<file path="config.mk">
export PLATFORM = sky130hd
export DESIGN_NAME = tdc_test_sequencer
export DESIGN_NICKNAME = d
export VERILOG_FILES = /design/src/rtl/tdc_pkg.sv /design/src/rtl/tdc_test_sequencer_edge_det.sv /design/src/rtl/tdc_test_sequencer.sv
export SDC_FILE = /design/constraint.sdc
export NUM_CORES = 1
export LEC_CHECK = 0
export ABC_AREA = 1
export CAP_MARGIN = 20
export CORE_AREA = 2 2 111 113
export DETAILED_ROUTE_END_ITERATION = 16
export DIE_AREA = 0 0 113 115
export MAX_ROUTING_LAYER = met4
export PLACE_DENSITY = 0.56
export SLEW_MARGIN = 20
export SYNTH_ARGS = -nofsm -noshare
export SYNTH_HDL_FRONTEND = slang
export SYNTH_SLANG_ARGS = --single-unit
</file>
<file path="constraint.sdc">
create_clock -name clk -period 2.2 [get_ports clk]
set_clock_uncertainty 0.05 [all_clocks]
set_input_delay 0.33 -clock clk [delete_from_list [all_inputs] [get_ports clk]]
set_output_delay 0.33 -clock clk [all_outputs]
set_load 0.01 [all_outputs]
</file>
<file path="src/rtl/tdc_pkg.sv">
// tdc_pkg: shared state encoding and default widths for the TDC self-test sequencer.
package tdc_pkg;
  typedef enum logic [2:0] {
    S_IDLE,
    S_PICK,
    S_ARM,
    S_WAIT_START,
    S_WAIT_STOP,
    S_REPORT
  } state_t;
  localparam int CNT_W_DEF = 16;
  localparam int ITER_W_DEF = 8;
  localparam logic [CNT_W_DEF-1:0] TIMEOUT_CODE = '1;
endpackage

</file>
<file path="src/rtl/tdc_test_sequencer_edge_det.sv">
// edge_det: registered rising-edge detector; edge = current input and not previous sample.
module edge_det (
  input  logic clk,
  input  logic res,
  input  logic i_d,
  output logic o_rise
);
  logic r_prev;
  always_ff @(posedge clk)
    if (res) r_prev <= 1'b0;
    else r_prev <= i_d;
  assign o_rise = i_d & ~r_prev;
endmodule

</file>
<file path="src/rtl/tdc_test_sequencer.sv">
// tdc_test_sequencer: sweeps enabled TDC addresses, arms testcounter and times start->stop intervals.
module tdc_test_sequencer
  import tdc_pkg::*;
#(
  parameter int CNT_W   = CNT_W_DEF,
  parameter int ITER_W  = ITER_W_DEF,
  parameter int TIMEOUT = 8191
) (
  input  logic              clk,
  input  logic              res,
  input  logic              cmd_go,
  input  logic [7:0]        addr_mask,
  input  logic [ITER_W-1:0] cmd_iter,
  input  logic              teststart,
  input  logic              teststop,
  output logic              res_test,
  output logic [2:0]        fpga_addr,
  output logic              res_valid,
  input  logic              res_ready,
  output logic [2:0]        res_addr,
  output logic [CNT_W-1:0]  res_delta,
  output logic              res_timeout,
  output logic              busy,
  output logic              done
);
  localparam int TW = $clog2(TIMEOUT + 1);
  state_t            r_state;
  logic [7:0]        r_mask;
  logic [ITER_W-1:0] r_iter, r_iter_cnt;
  logic [3:0]        r_ptr;
  logic [CNT_W-1:0]  r_cnt, r_res_delta;
  logic [TW-1:0]     r_tcnt;
  logic [2:0]        r_fpga_addr, r_res_addr;
  logic              r_res_test, r_res_valid, r_res_timeout, r_busy, r_done;
  logic              w_start_rise, w_stop_rise, w_ws, w_wstop, w_tmo, w_zero, w_stop, w_to;
  logic [CNT_W-1:0]  w_cnt_inc;

  edge_det u_start (.clk(clk), .res(res), .i_d(teststart), .o_rise(w_start_rise));
  edge_det u_stop  (.clk(clk), .res(res), .i_d(teststop),  .o_rise(w_stop_rise));

  assign w_ws      = r_state == S_WAIT_START;
  assign w_wstop   = r_state == S_WAIT_STOP;
  assign w_tmo     = r_tcnt >= TW'(TIMEOUT - 1);
  assign w_cnt_inc = &r_cnt ? r_cnt : r_cnt + CNT_W'(1);
  // Edges win over a coincident timeout; a lone stop edge in WAIT_START is ignored.
  assign w_zero    = w_ws & w_start_rise & w_stop_rise;
  assign w_stop    = w_wstop & w_stop_rise;
  assign w_to      = ((w_ws & ~w_start_rise) | (w_wstop & ~w_stop_rise)) & w_tmo;

  always_ff @(posedge clk) begin
    if (res) begin
      r_state       <= S_IDLE;
      r_mask        <= '0;
      r_iter        <= '0;
      r_iter_cnt    <= '0;
      r_ptr         <= '0;
      r_cnt         <= '0;
      r_tcnt        <= '0;
      r_fpga_addr   <= '0;
      r_res_addr    <= '0;
      r_res_delta   <= '0;
      r_res_test    <= 1'b0;
      r_res_valid   <= 1'b0;
      r_res_timeout <= 1'b0;
      r_busy        <= 1'b0;
      r_done        <= 1'b0;
    end else begin
      r_res_test <= 1'b0;
      r_done     <= 1'b0;
      case (r_state)
        S_IDLE:
          if (cmd_go) begin
            r_mask  <= addr_mask;
            r_iter  <= cmd_iter;
            r_ptr   <= '0;
            r_busy  <= 1'b1;
            r_state <= S_PICK;
          end
        S_PICK:
          if (r_ptr[3] || r_iter == '0) begin
            r_done  <= 1'b1;
            r_busy  <= 1'b0;
            r_state <= S_IDLE;
          end else if (r_mask[r_ptr[2:0]]) begin
            r_fpga_addr <= r_ptr[2:0];
            r_iter_cnt  <= r_iter;
            r_res_test  <= 1'b1;
            r_state     <= S_ARM;
          end else r_ptr <= r_ptr + 4'd1;
        S_ARM: begin
          r_cnt   <= '0;
          r_tcnt  <= '0;
          r_state <= S_WAIT_START;
        end
        S_WAIT_START: begin
          r_tcnt <= r_tcnt + TW'(1);
          if (w_start_rise && !w_stop_rise) begin
            r_cnt   <= CNT_W'(1);
            r_state <= S_WAIT_STOP;
          end
        end
        S_WAIT_STOP: begin
          r_tcnt <= r_tcnt + TW'(1);
          r_cnt  <= w_cnt_inc;
        end
        S_REPORT:
          if (res_ready) begin
            r_res_valid <= 1'b0;
            if (r_iter_cnt != ITER_W'(1)) begin
              r_iter_cnt <= r_iter_cnt - ITER_W'(1);
              r_res_test <= 1'b1;
              r_state    <= S_ARM;
            end else begin
              r_ptr   <= {1'b0, r_fpga_addr} + 4'd1;
              r_state <= S_PICK;
            end
          end
        default: r_state <= S_IDLE;
      endcase
      if (w_zero || w_stop || w_to) begin
        r_res_valid   <= 1'b1;
        r_res_addr    <= r_fpga_addr;
        r_res_delta   <= w_to ? '1 : (w_zero ? '0 : r_cnt);
        r_res_timeout <= w_to;
        r_state       <= S_REPORT;
      end
    end
  end

  assign res_test    = r_res_test;
  assign fpga_addr   = r_fpga_addr;
  assign res_valid   = r_res_valid;
  assign res_addr    = r_res_addr;
  assign res_delta   = r_res_delta;
  assign res_timeout = r_res_timeout;
  assign busy        = r_busy;
  assign done        = r_done;
endmodule

</file>
# After elaboration in Yosys (flattened, before gate mapping)
# Cells that the tools add are included.
# word_totals
reg_bits,89
out_inout_bits,27
wordCells,129
# classes
n_addsub,5
magnitude_cmp,2
n_eq_ne,22
muxes,39
bitwise,16
reduce_logical,27
# ops
operator,count
2-to-1 mux 16 bit,4
case mux 16 bit (3 select lines),1
2-to-1 mux 8 bit,4
case mux 13 bit (2 select lines),1
2-to-1 mux 4 bit,5
2-to-1 mux 3 bit,6
"inequality test 2 bit, second input constant",9
case mux 3 bit (6 select lines),1
"adder 16 x 1 -> 16 bit, second input constant",1
case mux 8 bit (2 select lines),1
AND reduction 16 bit,1
AND reduction 5 bit,3
"adder 13 x 1 -> 13 bit, second input constant",1
"greater-or-equal comparator 13 bit, second input constant",1
case mux 4 bit (3 select lines),1
2-to-1 mux 1 bit,11
nonzero test 2 bit,5
"inequality test 3 bit, second input constant",3
AND reduction 3 bit,3
bitwise AND 1 bit,8
zero test 8 bit,1
"inequality test 8 x 1 -> 1 bit, second input constant",1
"subtractor 8 x 1 -> 8 bit, second input constant",1
inverter 1 bit,7
other kinds (21),31

# Logic depth before layout (Yosys ltp)
# Gate-level depths: netlist of run 1.
# depth
ltp_word,9
depth_mapped,12

# Hierarchy
# A second synthesis of run 1 with hierarchy kept.
# unflattened
cells_unflattened,695
hier_area_um2,4564.4
# by_module_without_submodules
mod,instances,cells_each,area_per_inst_um2,seq_area_each_um2
tdc_test_sequencer,1,687,4501.8,1741.7
edge_det,2,4,31.3,20.0

# Worst setup path after synthesis of run 1
# OpenSTA, ideal clock, no wires.
# synth_timing
path_kind,register to register
startpoint,register r_cnt[0]
endpoint,register r_cnt[7]
setup_time_ps,68
arrival_ps,1542
t_required_ps,2082
setup_slack_ps,541
path_stages_with_launch,11
cell_sequence,dfxtp_1 -> ha_1 -> nand2_1 -> inv_2 -> nand3_1 -> nor3_4 -> nand2_2 -> nand2_4 -> buf_6 -> nand2_1 -> a21oi_2
# synth_between
elab_chain_len,3
# synth_lines
item,line_no,text
"start, declared",tdc_test_sequencer.sv:31,"logic [CNT_W-1:0] r_cnt, r_res_delta;"
"start signal, assigned",tdc_test_sequencer.sv:104,r_cnt <= w_cnt_inc;
adder 16 x 1 -> 16 bit or AND reduction 16 bit (tied branches),tdc_test_sequencer.sv:44,assign w_cnt_inc = &r_cnt ? r_cnt : r_cnt + CNT_W'(1);
2-to-1 mux 16 bit or inequality test 2 bit (tied branches),n/a,
case mux 16 bit (3 select lines) or AND reduction 3 bit (tied branches),n/a,
# Several ways; a longest one is shown, not always the timed one. The select of a mux whose other input is x is not followed.
# A chain may end at the register's enable or synchronous reset.

# Final worst setup path of run 1
# layout_timing
startpoint,register r_tcnt[0]
endpoint,register r_tcnt[6]
# layout_between
elab_chain_len,2
# layout_lines
item,line_no,text
"start, declared",tdc_test_sequencer.sv:32,logic [TW-1:0] r_tcnt;
"start signal, assigned",tdc_test_sequencer.sv:96,r_tcnt <= r_tcnt + TW'(1);
"start signal, assigned",tdc_test_sequencer.sv:103,r_tcnt <= r_tcnt + TW'(1);
adder 13 x 1 -> 13 bit,"tdc_test_sequencer.sv:96, tdc_test_sequencer.sv:103",
case mux 13 bit (2 select lines),tdc_test_sequencer.sv:70,case (r_state)
# Every way passes these cells.

==> summary.md, run 1 <==
| Metric | Value |
|---|---|
| RSZ-0062 raised after global routing | `no` |
| Worst Path Max Fanout | `8` |
| Worst slew margin | `about two thirds` |
| Die Ht | `115 µm` |
| Post-synth EDFFs | `0` |
| Failing checks | `design-rule violations` |
| Clock sink total | `89` |
| FF/Latch Area | `0.00178 mm²` |
| Power Dens Cells | `937 mW/mm²` |
| Final setup viols | `0` |
| Part of the cycle the worst path needs | `around 86%` |
| Worst-skew pair later-pin latency | `0.35 ns` |
| Core ar. | `around 0.012 mm²` |
| Die ar. | `0.0130 mm²` |
| Slew Viols, Final | `0` |
| Number of antenna violations at the first check in global routing | `0` |
| Yosys cell types | `46` |
| WP data required | `~2.4 ns` |
| # nets final | `760` |
| Critical path endpoint category | `flip-flop` |
| Cell count after synthesis | `~680` |
| Die Span X | `113 µm` |
| Synthesized Nets | `709` |
| Worst EP arrival | `between 2 and 2.5 ns` |
| Design Area, Final | `0.00557 mm²` |
| Area grow syn2layout | `19.7%` |
| Remaining global-route overflow | `0` |
| Initial core utilization | `approximately two fifths` |
| Cts hold-fix bufs | `0` |
| GP Congestion | `0.873` |
| Clock tree buffer depth | `2` |
| Via count | `4461` |
| Hpwl dp | `8.57 mm` |
| Routed WL | `12.0 mm` |
| CTS Buf Count | `9` |
| Hold_ws | `0.404 ns` |
| Crit Path Category | `flip-flop to flip-flop` |
| Fraction of layout cells with a size suffix above 1 | `10.5%` |
| Pin count of the biggest net entering global routing | `40` |
| Final WS setup | `0.306 ns` |
| CTS root buf | `clkbuf_16` |
| Port buffer count | `between 40 and 50` |
| Total track usage | `roughly a fifth` |
| Filler cell count in the final layout | `1188` |
| Sequential area share after synthesis | `38.3%` |
| Cell row count | `40` |
| Post-DRT Antenna Nets | `0` |
| Status | `finished, violations left` |
| Fin crit period | `1.89 ns` |
| Synth warn | `0` |
| Slew @ Worst Pin | `0.505 ns` |
| CTS tree | `yes` |
| Ant. Diodes | `0` |
| Avg WL per Cell | `13.6 µm` |
| HP Class | `flip-flop to flip-flop` |
| Remaining DRCs | `1` |
| Max-cap viol count | `0` |
| Async SR Flop Fraction | `0%` |
| Area of the multi-input gates | `0.00244 mm²` |
| Hold Vio Cnt, Final | `0` |
| Top area cells in the synthesized netlist | `dfxtp_1 (38%), nand2_1 (12%), nor2_1 (6.3%), inv_1 (6.1%), a21oi_1 (4.9%)` |
| Global-route wire length before repair | `20.6 mm` |
| Syn avg cell area | `6.83 µm²` |
| # H-tree levels | `3` |
| Setup WS pre-CTS | `0.114 ns` |
| Leak | `2.29 nW` |
| Via density | `5.06` |
| Top FF cell, synth | `dfxtp_1` |
| Max Clk Rate | `528 MHz` |
| Vias in the first global route | `4412` |
| CP Launch Type | `flip-flop` |
| Area leader, netlist | `dfxtp_1` |
| Initial detailed-routing violation count | `272` |
| Setup TNS | `0 ns` |
| Clock-pin slew of the registers on the worst-case setup and hold paths | `about 0.060 ns` |
| Top-level port count | `49` |
| Worst vdd ir | `461 µV` |
| Cell Area, Synth | `about 0.0047 mm²` |
| Post-CTS sizing | `0` |
| Post-synth top area share | `38.3%` |
| Top-count cell post-synth | `nand2_1` |
| #FFs+latches synth | `89` |
| Placement Cell Area | `0.00530 mm²` |
| Synth top cells by count | `nand2_1 (152), dfxtp_1 (89), nor2_1 (78)` |
| Buffer count from post-CTS setup fixing | `0` |
| TritonRoute pass-1 iters | `11` |
-- critical path, cell delays in order (launching register included) --
cell      delay, ns
dfxtp_1        0.47
ha_1           0.24
nand2_1        0.09
nor2_1         0.22
inv_1          0.13
o21ai_0        0.28
o221ai_1       0.19
nand2_1        0.09
inv_1          0.04
-- power by group --
part / internal (mW) / switching [mW] / total [mW]
Sequential: 1.82 / 0.186 / 2.01
Combinational: 0.609 / 1.13 / 1.74
Clock: 0.863 / 0.609 / 1.47
Total: 3.30 / 1.92 / 5.22
-- area by class of cell --
| type | instances | share of cell area (%) |
|---|---|---|
| clock buffer | 12 | 4.25 |
| clock inverter | 1 | 0.539 |
| inverter | 92 | 6.27 |
| multi-input combinational | 483 | 43.8 |
| sequential | 89 | 32.0 |
| tap | 147 | 3.30 |
| timing repair buffer | 57 | 9.84 |
-- routing by layer --
| metal | vias to the layer above | wire [µm] | global-route usage (%) |
|---|---|---|---|
| met5 | - | 0 | - |
| met4 | 0 | 231 | 6.59 |
| met3 | 22 | 564 | 5.32 |
| met2 | 92 | 5430 | 31.3 |
| met1 | 2024 | 5750 | 25.9 |
| li1 | 2323 | - | - |
-- registers in the layout, indices dropped and copies added, names as in the netlist, 3 cells and up --
signal      count
r_iter          8
r_state         3
fpga_addr       3
r_ptr           4
res_delta      16
r_cnt          16
r_mask          8
r_iter_cnt      8
res_addr        3
r_tcnt         13
-- final timing paths --
check	endpoint	start	slack (ns)	cells after the start
worst max-delay path	r_tcnt[6]	r_tcnt[0]	0.31	8
worst min-delay path	r_mask[5]	r_mask[5]	0.40	2
worst max register to register	r_tcnt[6]	r_tcnt[0]	0.31	8
worst min register to register	r_mask[5]	r_mask[5]	0.40	2
-- cell families after synthesis --
family / synth area share, %
and+or+nand+nor: 33.8
AOI/OAI and AO/OA: 16.3
buffers and inverters: 9.23
DFF: 38.3
adders and majority gates: 1.61
xor gates and xnor gates: 0.753
-- stage by stage --
stage,utilization [%],cells,power [mW]
after floorplan,-,681,3.34
after global placement,44.9,868,3.74
after detailed placement,44.9,868,3.78
after CTS,47.2,881,5.27
after global routing,47.2,881,5.62
final,47.2,881,5.22
-- cell usage in the layout, fill, tap and decap left out, types with 3 or more instances in the layout --
| cell type | netlist | routed |
|---|---|---|
| nand4_1 | 13 | 13 |
| clkbuf_16 | 0 | 9 |
| nor2_1 | 78 | 78 |
| o21ai_1 | 13 | 13 |
| nand3_2 | 3 | 3 |
| inv_2 | 13 | 13 |
| clkdlybuf4s50_1 | 0 | 48 |
| ha_1 | 6 | 6 |
| nand2_2 | 9 | 9 |
| nor3_1 | 14 | 14 |
| buf_4 | 0 | 9 |
| o211ai_1 | 9 | 9 |
| nor2_2 | 11 | 11 |
| nand3_1 | 46 | 46 |
| a31oi_1 | 9 | 9 |
| dfxtp_1 | 89 | 89 |
| nand2_4 | 4 | 4 |
| inv_1 | 76 | 76 |
| clkbuf_1 | 8 | 3 |
| o21ai_0 | 39 | 39 |
| nand2_1 | 152 | 152 |
| a21oi_1 | 46 | 46 |
| a21oi_2 | 4 | 4 |
(Power assumes the default switching activity.)
==> run 2: changes to the inputs <==
- CELL_PAD_IN_SITES_DETAIL_PLACEMENT: not set -> 2
- CELL_PAD_IN_SITES_GLOBAL_PLACEMENT: not set -> 2
- CORE_AREA: 2 2 111 113 -> 2 2 125 127
- CTS_CLUSTER_SIZE: not set -> 8
- DIE_AREA: 0 0 113 115 -> 0 0 127 129
- PLACE_DENSITY: 0.56 -> 0.75
- SYNTH_HIERARCHICAL: not set -> 1
==> run 2 against run 1 <==
Effect of this change:
- the run now ends clean
- setup slack worse by 0.093 ns
- global-route usage up 0.25 points
- routed wire length up 31%
- cell count up 6.5%
- area after synthesis down 1.9%
- count of clock-buffer cells in the layout unchanged
- register-to-register slack worse by 0.09 ns
- flip-flop and latch count unchanged
- total power up 3.5%
- combinational power down 9.8%
==> summary.md, run 2 <==
| Metric | Value |
|---|---|
| Inst Count DP | `922 (+6.2%)` |
| Hpwl dp | `11.4 mm (+33%)` |
| Ant. Diodes | `0 (unchanged)` |
| Async SR Flop Fraction | `0% (unchanged)` |
| Critical Path, Cell by Cell | `nor2_1, nand2_1, nor2_2, inv_1, nand2_2, inv_1, nand2_1, o21ai_0, nor2_1` |
| Yosys cell types | `37 (-20%)` |
| Post-synth EDFFs | `0 (unchanged)` |
| CTS tree | `yes` |
| HP Class | `flip-flop to flip-flop` |
| Die Span X | `127 µm (+12%)` |
| Post-synth top area share | `39.0% (+0.73 points)` |
| Pin count of the biggest net entering global routing | `55 (+38%)` |
| Leak | `2.27 nW (-0.82%)` |
| CP Launch Type | `flip-flop` |
| Worst reg2reg path depth | `9 (+1)` |
| Sequential area share after synthesis | `39.0% (+0.73 points)` |
| GP Congestion | `0.784 (-10%)` |
| Port buffer count | `48 (unchanged)` |
| Hold path cells | `2 (unchanged)` |
| # H-tree levels | `3 (unchanged)` |
| Post-CTS sizing | `0 (unchanged)` |
| Slowest library cell on the worst path | `dfxtp_1` |
| Part of the cycle the worst path needs | `90.3% (+4.2 points)` |
| Global-route wire length before repair | `26.0 mm (+26%)` |
| Non-Filler Instances | `938 (+6.5%)` |
| Cts hold-fix bufs | `0 (unchanged)` |
| Vias in the first global route | `5207 (+18%)` |
| Area leader, netlist | `dfxtp_1` |
| Avg WL per Cell | `16.7 µm (+23%)` |
| Clock tree buffer depth | `2 (unchanged)` |
| CTS Buf Count | `9 (unchanged)` |
| Cell count after synthesis | `695 (+2.1%)` |
| Die Ht | `129 µm (+12%)` |
| Power Dens Cells | `960 mW/mm² (+2.5%)` |
| Slew @ Worst Pin | `0.634 ns (+0.130 ns)` |
| Syn avg cell area | `6.57 µm² (-3.9%)` |
| Synthesized Nets | `723 (+2.0%)` |
| Max-cap viol count | `0 (unchanged)` |
| Number of antenna violations at the first check in global routing | `0 (unchanged)` |
| Post-DRT Antenna Nets | `0 (unchanged)` |
| CP max stage delay | `0.41 ns (-0.06 ns)` |
| Setup TNS | `0 ns (unchanged)` |
| Fraction of layout cells with a size suffix above 1 | `6.27% (-4.2 points)` |
| Worst vdd ir | `413 µV (-10%)` |
| Top FF cell, synth | `dfxtp_1` |
| Most common cell after layout, fill and taps aside | `nand2_1` |
| Cell Area, Synth | `0.00456 mm² (-1.9%)` |
| Hold Vio Cnt, Final | `0 (unchanged)` |
| Synth top cells by count | `nand2_1 (174), nor2_1 (93), dfxtp_1 (89)` |
| Cell row count | `45 (+13%)` |
| Area grow syn2layout | `23.3%` |
| Clock sink total | `89 (unchanged)` |
| Via count | `4764 (+6.8%)` |
| Core ar. | `0.0150 mm² (+27%)` |
| TritonRoute pass-1 iters | `4 (-7)` |
| Most frequent cells in the layout | `nand2_1 (174), nor2_1 (93), dfxtp_1 (89)` |
| Worst-skew pair later-pin latency | `0.35 ns (about the same)` |
| Top-count cell post-synth | `nand2_1` |
| Top-level port count | `49 (unchanged)` |
| #FFs+latches synth | `89 (unchanged)` |
| Critical path endpoint category | `flip-flop` |
| Remaining DRCs | `0 (-1)` |
| Worst EP arrival | `2.18 ns (+0.09 ns)` |
| Worst slew margin | `57.7% (-8.4 points)` |
| Routed WL | `15.7 mm (+31%)` |
| CTS root buf | `clkbuf_16` |
| Crit Path Category | `flip-flop to flip-flop` |
| # nets final | `773 (+1.7%)` |
| Synth warn | `6 (+6)` |
| Slew Viols, Final | `0 (unchanged)` |
| Die ar. | `0.0164 mm² (+26%)` |
| Initial detailed-routing violation count | `184 (-32%)` |
| Via density | `5.08 (+0.30%)` |
| Buffer count from post-CTS setup fixing | `0 (unchanged)` |
| Final setup viols | `0 (unchanged)` |
| Initial core utilization | `30.5% (-8.9 points)` |
| Max Clk Rate | `503 MHz (-4.7%)` |
| Worst Path Max Fanout | `11 (+3)` |
| Clock-pin slew of the registers on the worst-case setup and hold paths | `0.07 ns (about the same)` |
| Status | `finished, final reports clean` |
| Fin crit period | `1.99 ns (+0.0928 ns)` |
| RSZ-0062 raised after global routing | `no` |
| WP data required | `2.39 ns (about the same)` |
| Total track usage | `20.5% (+0.25 points)` |
| Top area cells in the synthesized netlist | `dfxtp_1 (39%), nand2_1 (14%), nor2_1 (7.6%), inv_1 (6.7%), a21oi_1 (6.6%)` |
| Remaining global-route overflow | `0 (unchanged)` |
-- run 2: changes by cell type after synthesis, sizes merged, moves of 3 or more --
| cell | delta |
|---|---|
| o211ai | -4 |
| nand2 | +11 |
| nand4 | -5 |
| buf | +4 |
| nor3 | -9 |
| o21ai | -3 |
| nor2 | +5 |
| o21bai | +5 |
| clkbuf | +3 |
| inv | -5 |
| a21oi | +10 |
-- run 2: worst max-delay path, delay by kind of cell, from the launching register on --
family,cells,cell delay (ns)
buffers and inverters,2,0.46
AND/OR/NAND/NOR,6,0.71
AO/OA/AOI/OAI,1,0.23
flip-flops,1,0.41
-- run 2: final cells by class --
class / count / area [µm²]
Tap cell: 188 / 235
Fill cell: 1800 / 9350
Sequential cell: 89 / 1780
Multi-Input combinational cell: 497 / 2330
Clock inverter: 4 / 98.8
Inverter: 85 / 319
Timing Repair Buffer: 63 / 601
Clock buffer: 12 / 256
-- run 2: path summary, 6_finish.rpt --
check | from | endpoint | slack (ns)
worst min register to register | r_mask[1] | r_mask[1] | 0.41
worst max register to register | r_state[0] | res_addr[0] | 0.21
worst min-delay path | r_mask[1] | r_mask[1] | 0.41
worst max-delay path | r_state[0] | res_addr[0] | 0.21
-- run 2: routing by layer --
| layer | up-vias | track usage [%] | share of wire, % |
|---|---|---|---|
| met5 | - | - | 0 |
| met4 | 0 | 7.24 | 1.7 |
| met3 | 15 | 2.58 | 2.0 |
| met2 | 48 | 36.2 | 51 |
| met1 | 2358 | 24.0 | 46 |
| li1 | 2343 | - | - |
-- run 2: power by group --
group,switching (mW),internal (mW)
Clock,0.685,1.18
Sequential,0.156,1.82
Combinational,1.04,0.531
Total,1.88,3.52
-- run 2: metrics by stage --
step	total power, mW	instance area [µm²]	hold WS, ns	util (%)	setup WS [ns]
final	5.40	5630	0.411	37.6	0.213
after global routing	5.79	5630	0.442	37.6	0.0119
after CTS	5.49	5630	0.418	37.6	0.203
after detailed placement	3.59	5270	0.408	35.2	0.00211
after global placement	3.49	5270	0.397	35.2	0.217
after floorplan	3.03	4560	0.352	-	0.665
-- run 2: kinds of logic (layout without fill, tap and decap cells) --
group | after synthesis | in the layout | synth area share (%)
AND/OR/NAND/NOR | 344 | 344 | 31.2
adder cells (fa/ha/maj) | 6 | 6 | 1.64
flip-flops | 89 | 89 | 39.0
AO/OA/AOI/OAI | 143 | 143 | 17.5
XOR/XNOR | 4 | 4 | 0.767
buffers and inverters | 109 | 164 | 9.81
==> run 3: changes to the inputs <==
- clock period: 2.2 -> 1.93 ns (I/O delays scaled with it)
==> run 3 against run 2 <==
Effect of this change:
- critical path depth grew 2
- largest cell class unchanged
- flip-flop and latch count is the same
- cell count grew 2.6%
- sequential power grew 14%
- worst hold slack lost 0.059 ns
- first-iteration DRC count shrank 22%
- register-to-register slack lost 0.10 ns
- non-clock buffer count grew 25
==> summary.md, run 3 (synthesis results as in run 2) <==
| Metric | Value |
|---|---|
| Status | `finished, final reports clean` |
| Buffer count from post-CTS setup fixing | `0 (unchanged)` |
| Die ar. | `0.0164 mm² (unchanged)` |
| CTS root buf | `clkbuf_16` |
| CTS Buf Count | `9 (unchanged)` |
| Cell row count | `45 (unchanged)` |
| Port buffer count | `48 (unchanged)` |
| # nets final | `798 (+3.2%)` |
| Die Span X | `127 µm (unchanged)` |
| Slew @ Worst Pin | `0.378 ns (-0.256 ns)` |
| Worst slew margin | `74.8% (+17 points)` |
| Routed WL | `16.4 mm (+4.7%)` |
| Clock tree buffer depth | `2 (unchanged)` |
| Worst vdd ir | `483 µV (+17%)` |
| Reg2reg setup slack | `0.11 ns (-0.10 ns)` |
| Slowest library cell on the worst path | `dfxtp_1` |
| Remaining DRCs | `0 (unchanged)` |
| Critical Path, Cell by Cell | `inv_1, nand3_2, buf_4, nand2_1, nand2_1, ha_1, nand3b_1, nand3_1, nand3_1, nand2_1, nor2_1` |
| Post-DRT Antenna Nets | `0 (unchanged)` |
| Die Ht | `129 µm (unchanged)` |
| Number of antenna violations at the first check in global routing | `0 (unchanged)` |
| GP Congestion | `0.796 (+1.6%)` |
| Leak | `2.37 nW (+4.3%)` |
| Power Dens Cells | `1030 mW/mm² (+6.9%)` |
| Via density | `5.04 (-0.78%)` |
| Final setup viols | `0 (unchanged)` |
| Hpwl dp | `12.1 mm (+5.8%)` |
| Global-route wire length before repair | `27.5 mm (+5.6%)` |
| Most common cell on crit path | `nand2_1` |
| Most common cell after layout, fill and taps aside | `nand2_1` |
| Pin count of the biggest net entering global routing | `55 (unchanged)` |
| HP Class | `primary input to flip-flop` |
| Critical path endpoint category | `flip-flop` |
| Hold Vio Cnt, Final | `0 (unchanged)` |
| Vias in the first global route | `5503 (+5.7%)` |
| Top-level port count | `49 (unchanged)` |
| Core ar. | `0.0150 mm² (unchanged)` |
| Part of the cycle the worst path needs | `94.4% (+4.0 points)` |
| Layout Utilization | `38.8% (+1.2 points)` |
| Worst setup path end | `r_ptr[2]` |
| Area of the multi-input gates | `0.00237 mm² (+1.6%)` |
| Filler cell count in the final layout | `1804 (+0.22%)` |
| Remaining global-route overflow | `0 (unchanged)` |
| FF/Latch Area | `0.00178 mm² (+0.14%)` |
| Slew Viols, Final | `0 (unchanged)` |
| Cts hold-fix bufs | `0 (unchanged)` |
| # H-tree levels | `3 (unchanged)` |
| Clock sink total | `89 (unchanged)` |
| Design Area, Final | `0.00581 mm² (+3.2%)` |
| Worst reg2reg path depth | `11 (+2)` |
| Max Clk Rate | `549 MHz (+9.1%)` |
| CP startpoint | `r_state[1]` |
| Total track usage | `21.5% (+1.1 points)` |
| Initial detailed-routing violation count | `144 (-22%)` |
| Avg WL per Cell | `17.1 µm (+2.0%)` |
| Most frequent cells in the layout | `nand2_1 (170), nor2_1 (88), dfxtp_1 (87)` |
| Crit Reg-Reg Startpoint | `r_state[1]` |
| Worst Path Max Fanout | `5 (-6)` |
| TritonRoute pass-1 iters | `5 (+1)` |
| WP data required | `2.13 ns (-0.26 ns)` |
| Area grow syn2layout | `27.2%` |
| Capturing point of the worst reg2reg path | `r_ptr[2]` |
| CP Launch Type | `flip-flop` |
| Ant. Diodes | `0 (unchanged)` |
| Initial core utilization | `30.5% (unchanged)` |
| Worst-skew pair later-pin latency | `0.35 ns (about the same)` |
| Max-cap viol count | `0 (unchanged)` |
| Crit Path Category | `flip-flop to flip-flop` |
| Placement Cell Area | `0.00548 mm² (+4.0%)` |
| Clock-pin slew of the registers on the worst-case setup and hold paths | `0.07 ns (about the same)` |
| Fin crit period | `1.82 ns (-0.166 ns)` |
| CTS tree | `yes` |
| Via count | `4848 (+1.8%)` |
| CP max stage delay | `0.32 ns (-0.09 ns)` |
| Fraction of layout cells with a size suffix above 1 | `10.9% (+4.6 points)` |
| Worst EP arrival | `2.02 ns (-0.16 ns)` |
## run 3: cell types whose count changed in the layout (fill, tap and decap cells not counted), sizes merged
cell,delta
clkinvlp,+1
bufinv,-2
buf,+25
## run 3: worst max-delay path, delay by kind of cell, from the launching register on
family / cells / cell delay [ns]
AND/OR/NAND/NOR: 8 / 0.85
flip-flops: 1 / 0.32
buffers and inverters: 2 / 0.29
adder cells (fa/ha/maj): 1 / 0.20
## run 3: area by class of cell
cell class,count,area share (%)
Multi-Input combinational cell,497,40.9
Clock buffer,12,4.07
Sequential cell,89,30.7
Tap cell,188,4.05
Clock inverter,3,0.733
Timing Repair Buffer,88,14.1
Inverter,85,5.49
## run 3: worst min path at each step
| stage | start | slack (ns) | depth (start not counted) | endpoint |
|---|---|---|---|---|
| after floorplan | res | 0.31 | 1 | u_start/r_prev |
| after global placement | r_mask[2] | 0.39 | 2 | r_mask[2] |
| after detailed placement | r_mask[3] | 0.41 | 2 | r_mask[3] |
| after CTS | res | 0.36 | 3 | u_start/r_prev |
| after global routing | res | 0.38 | 3 | u_stop/r_prev |
| final | res | 0.35 | 3 | u_stop/r_prev |
## run 3: metal layers
metal  vias to the layer above  track usage (%)  part of all wire (%)
met2                        44             38.9                    52
met5                         -                -                     0
met1                      2392             24.9                    45
li1                       2394                -                     -
met4                         0             7.63                   1.6
met3                        18             2.25                   1.6
## run 3: repair_timing
action / in CTS / in global routing
gates resized for setup: 2 / 14
setup endpoints to repair: 2 / 27
gates cloned: 0 / 0
## run 3: stage by stage
| step | cells | hold WS, ns | TNS, ns | power [mW] | setup slack [ns] |
|---|---|---|---|---|---|
| after CTS | 962 | 0.360 | 0 | 6.00 | 0.0249 |
| after floorplan | 695 | 0.312 | 0 | 3.45 | 0.395 |
| after global placement | 947 | 0.394 | 0 | 4.05 | 0.0251 |
| after global routing | 962 | 0.382 | -0.155 | 6.41 | -0.0392 |
| final | 962 | 0.352 | 0 | 5.96 | 0.109 |
| after detailed placement | 947 | 0.406 | -0.370 | 4.19 | -0.0452 |
## run 3: where the power goes
| part | internal, mW | leakage (nW) | switching, mW |
|---|---|---|---|
| sequential | 2.07 | 0.724 | 0.179 |
| clock | 0.998 | 0.133 | 0.762 |
| combinational | 0.687 | 1.51 | 1.26 |
